$ cat src/rtl/alu_arbiter.sv
// Round-robin arbiter sharing one combinational ALU between two requesters.
// One operation in flight: IDLE -> ISSUE (ALU driven) -> RESP (held until accepted).
module alu_arbiter (
    input  logic        clk,
    input  logic        rst,
    input  logic        req0_valid,
    output logic        req0_ready,
    input  logic [31:0] req0_rda,
    input  logic [31:0] req0_rdb,
    input  logic [3:0]  req0_fop,
    input  logic        req1_valid,
    output logic        req1_ready,
    input  logic [31:0] req1_rda,
    input  logic [31:0] req1_rdb,
    input  logic [3:0]  req1_fop,
    output logic [31:0] alu_rda,
    output logic [31:0] alu_rdb,
    output logic [3:0]  alu_fop,
    input  logic [31:0] alu_result,
    input  logic [3:0]  alu_flags,
    output logic        rsp_valid,
    input  logic        rsp_ready,
    output logic        rsp_id,
    output logic [31:0] rsp_result,
    output logic [3:0]  rsp_flags
);

    typedef enum logic [1:0] {
        IDLE  = 2'd0,
        ISSUE = 2'd1,
        RESP  = 2'd2
    } state_t;

    state_t state;
    state_t state_nxt;
    logic   prio;
    logic   op_id;
    logic   gnt;
    logic   any_req;
    logic   accept;

    // Grant selection, request handshakes and next-state decode
    always_comb begin
        any_req   = req0_valid | req1_valid;
        gnt       = 1'b0;
        state_nxt = state;
        if (req0_valid && req1_valid) begin
            gnt = prio;
        end else if (req1_valid) begin
            gnt = 1'b1;
        end else begin
            gnt = 1'b0;
        end
        // Ready is gated by rst so nothing is handed over while reset is held
        accept     = (state == IDLE) && any_req && !rst;
        req0_ready = accept && !gnt;
        req1_ready = accept && gnt;
        case (state)
            IDLE: begin
                if (any_req) begin
                    state_nxt = ISSUE;
                end else begin
                    state_nxt = IDLE;
                end
            end
            ISSUE: begin
                state_nxt = RESP;
            end
            RESP: begin
                if (rsp_ready) begin
                    state_nxt = IDLE;
                end else begin
                    state_nxt = RESP;
                end
            end
            default: begin
                state_nxt = IDLE;
            end
        endcase
    end

    // State register
    always_ff @(posedge clk or posedge rst) begin
        if (rst) begin
            state <= IDLE;
        end else begin
            state <= state_nxt;
        end
    end

    // Operand capture on grant; ALU inputs hold their last values afterwards
    always_ff @(posedge clk or posedge rst) begin
        if (rst) begin
            prio    <= 1'b0;
            op_id   <= 1'b0;
            alu_rda <= 32'd0;
            alu_rdb <= 32'd0;
            alu_fop <= 4'd0;
        end else if (accept) begin
            prio    <= ~gnt;
            op_id   <= gnt;
            alu_rda <= gnt ? req1_rda : req0_rda;
            alu_rdb <= gnt ? req1_rdb : req0_rdb;
            alu_fop <= gnt ? req1_fop : req0_fop;
        end
    end

    // Response capture at the end of ISSUE, release on handshake
    always_ff @(posedge clk or posedge rst) begin
        if (rst) begin
            rsp_valid  <= 1'b0;
            rsp_id     <= 1'b0;
            rsp_result <= 32'd0;
            rsp_flags  <= 4'd0;
        end else if (state == ISSUE) begin
            rsp_valid  <= 1'b1;
            rsp_id     <= op_id;
            rsp_result <= alu_result;
            rsp_flags  <= alu_flags;
        end else if (state == RESP && rsp_ready) begin
            rsp_valid  <= 1'b0;
        end
    end

endmodule

$ cat config.mk
export PLATFORM = sky130hd
export DESIGN_NAME = alu_arbiter
export DESIGN_NICKNAME = d
export VERILOG_FILES = /design/src/rtl/alu_arbiter.sv
export SDC_FILE = /design/constraint.sdc
export NUM_CORES = 1
export LEC_CHECK = 0
export CORE_MARGIN = 3
export CORE_UTILIZATION = 35
export CTS_CLUSTER_SIZE = 28
export DETAILED_ROUTE_END_ITERATION = 10
export HOLD_SLACK_MARGIN = 0.12
export PLACE_DENSITY = 0.73
export SLEW_MARGIN = 30
export SYNTH_ARGS = -nofsm -noshare
export SYNTH_HDL_FRONTEND = slang
export SYNTH_SLANG_ARGS = --single-unit
$ cat constraint.sdc
create_clock -name clk -period 6.1 [get_ports clk]
set_input_delay 0.915 -clock clk [delete_from_list [all_inputs] [get_ports clk]]
set_output_delay 0.915 -clock clk [all_outputs]
set_load 0.02 [all_outputs]
==> flow_metrics.py <==
metrics = {
    "status": {
        "status": "finished, final reports clean",
    },
    "min_path": {
        "hold_path_class": "register to register",
        "hold_start": "rsp_result[24]",
        "min_to": "rsp_result[24]",
        "hold_path_depth": 1,
    },
    "critical_path": {
        "arrival_ns": 2.80,
        "crit_fanout": 3,
        "reg2reg_from": "state[1]",
        "cp_num_buf_inv": 2,
        "start_kind": "input pin",
        "rrSetupSlack_ns": 3.81,
        "rr_worst_depth": 4,
        "path_class": "input pin to output pin",
        "r2r-end": "alu_rdb[21]",
        "cp-end-kind": "output pin",
        "slowest_delay_ns": 0.67,
        "cp_data_required_time_ns": 5.18,
        "slowest_stage": "clkdlybuf4s50_1",
        "critPathTopFamily": "buffers and inverters",
        "crit_chain": "clkdlybuf4s50_1 -> or3_2 -> a211oi_4 -> clkdlybuf4s50_1",
        "crit_top_cell": "clkdlybuf4s50_1",
    },
    "clock_tree": {
        "cts_tree": "done",
        "holdBufCountCts": 0,
        "clock_latency_ns": 0.34,
        "postCtsSetupBuffers": 0,
        "cts_buffers": 9,
        "path_clk_slew_ns": 0.06,
        "clockBufferDepth": 2,
        "cts.sinks": 110,
        "h-tree-depth": 3,
        "clockRootBuffer": "clkbuf_16",
        "postCtsResizedCells": 0,
    },
    "timing": {
        "rsz0062_at_grt": "false",
        "setup_viol": 0,
        "max_freq_mhz": 269,
        "worst_clock_skew_ns": 0.00696,
        "slew_violations": 0,
        "fin_crit_sh": 0.610,
        "worst_pin_slew_ns": 0.847,
        "relSlewSlack": 0.435,
        "tns_ns": 0,
        "hold_violations": 0,
        "period_minus_slack_ns": 3.72,
    },
    "pwr": {
        "p_per_area_nw_per_um2": 506,
        "irDropWorstVdd_v": 0.000217,
        "leakagePower_uw": 0.00322,
    },
    "placed_design": {
        "place.gp.congestion": 0.770,
        "placed_cell_area_um2": 7590,
        "io_buffers": 284,
        "hpwl_mm": 10.7,
    },
    "synth": {
        "synth_top_area_frac": 0.588,
        "syn_avg_cell_area_um2": 13.8,
        "synth_top_area_cell": "dfrtp_1",
        "synth_cells": 338,
        "syn_area_um2": 4680,
        "yosys.area_share.simple": 0.0115,
        "synth-xor-area-share": 0,
        "synth_top_family_by_area": "compound AO/OA/AOI/OAI gates",
        "syn-num-nets": 515,
        "ys_ff_latch": 110,
        "synth_compound_area_frac": 0.264,
        "yosysWarningCount": 0,
        "synth.distinct_cells": 20,
        "synth_area_leaders": "dfrtp_1 59%, a221o_1 15%, o21a_1 11%",
        "synth-adder-area-share": 0,
        "seq_area_frac_synth": 0.588,
        "synth_mux_area_frac": 0.0891,
    },
    "floorplan": {
        "die_height_um": 122,
        "initial_utilization": 0.365,
        "rows": 41,
        "core-area_um2": 12800,
        "die_w_um": 122,
        "io_pins": 285,
        "dieArea_um2": 14800,
    },
    "detailed_routing": {
        "antenna_left": 0,
        "first_iter_violations": 176,
        "drt_pre_antenna_iters": 4,
        "routed_wl_mm": 15.0,
        "drc": 0,
        "route.vias.total": 4079,
        "drt-vias-per-instance": 5.22,
        "wire_per_inst_um": 19.1,
    },
    "layout": {
        "drive_gt1_frac": 0.105,
        "nets": 782,
        "mostFrequentLayoutCells": "284 x clkdlybuf4s50_1, 110 x dfrtp_1, 68 x o21a_1, 68 x a221o_1, 37 x mux2_2",
        "final_common_cell": "clkdlybuf4s50_1",
        "stdcell_area_um2": 7940,
        "n_antenna_cell": 0,
        "area_growth_pct": 69.7,
    },
    "global_route": {
        "grt_pass1_vias": 4405,
        "grt_max_degree": 71,
        "grt_usage": 0.200,
        "grt_overflow": 0,
        "grt_pass1_wl_mm": 23.1,
        "antenna_found_initial": 0,
    },
    "run": {
        "cap_violations": 0,
    },
}
## final cells by class
type / instances / area, µm²
Clock buffer: 12 / 246
Multi-Input combinational cell: 189 / 1720
Tap cell: 172 / 215
Inverter: 5 / 21.3
Sequential cell: 110 / 2750
Clock inverter: 4 / 70.1
Timing Repair Buffer: 290 / 2910
Fill cell: 1012 / 4890
## cells by family after synthesis
logic type,Yosys count
mux,37
simple gates,10
compound gates,142
buf+inv,39
flops,110
## state kept, by name (all words and copies together) (netlist names)
register and flops:
state 2, prio 1, alu_rda 32, rsp_flags 4, rsp_valid 1, alu_fop 4, op_id 1, rsp_id 1
alu_rdb 32, rsp_result 32
## synth_stat cells
| cell type | count |
|---|---|
| o21ai_0 | 1 |
| inv_1 | 5 |
| nand2_1 | 2 |
| nor2_1 | 1 |
| a21oi_1 | 4 |
| mux2_2 | 37 |
| nor3_1 | 2 |
| buf_2 | 4 |
| o21a_1 | 68 |
| dfrtp_1 | 110 |
| nor2b_1 | 1 |
| a211oi_4 | 1 |
| or3_1 | 1 |
| nor3b_1 | 1 |
| and3_1 | 1 |
| or2_2 | 1 |
| clkbuf_1 | 20 |
| buf_1 | 1 |
| buf_6 | 9 |
| a221o_1 | 68 |
## worst max-delay path by stage
stage / from / end / slack [ns] / depth (start not counted)
after floorplan: rst / alu_fop[0] / 2.28 / 1
after global placement: rst / req1_ready / 2.40 / 4
after detailed placement: rst / req1_ready / 2.39 / 4
after CTS: rst / req1_ready / 2.39 / 4
after global routing: rst / req1_ready / 2.34 / 4
final: rst / req1_ready / 2.38 / 4
## per-layer routing
layer / vias to the layer above / GRT usage / routed length (µm)
met5: - / 0 / 0
met4: 0 / 0.0861 / 440
met3: 29 / 0.0678 / 1420
met2: 202 / 0.331 / 7430
met1: 1997 / 0.238 / 5680
li1: 1851 / - / -
## worst register-to-register path, stage by stage (launching register included)
cell and delay, ns:
dfrtp_1 0.46, or3_2 0.53, a211oi_4 0.24, buf_4 0.65
a221o_1 0.35
## power breakdown
group	total [µW]	internal (µW)	switching, µW
Combinational	2110	1150	962
Sequential	1280	1090	198
Clock	622	370	252
## through the flow
| stage | setup WS (ns) | power [µW] | std cells | hold WS (ns) | util |
|---|---|---|---|---|---|
| floorplan | 2.28 | 2420 | 338 | 0.479 | - |
| global route | 2.34 | 4240 | 782 | 0.521 | 0.619 |
| finish | 2.38 | 4010 | 782 | 0.508 | 0.619 |
| global placement | 2.40 | 3350 | 765 | 0.488 | 0.592 |
| CTS | 2.39 | 4050 | 781 | 0.510 | 0.617 |
| detailed placement | 2.39 | 3410 | 765 | 0.496 | 0.592 |
Power figures use the tool's default switching activity.
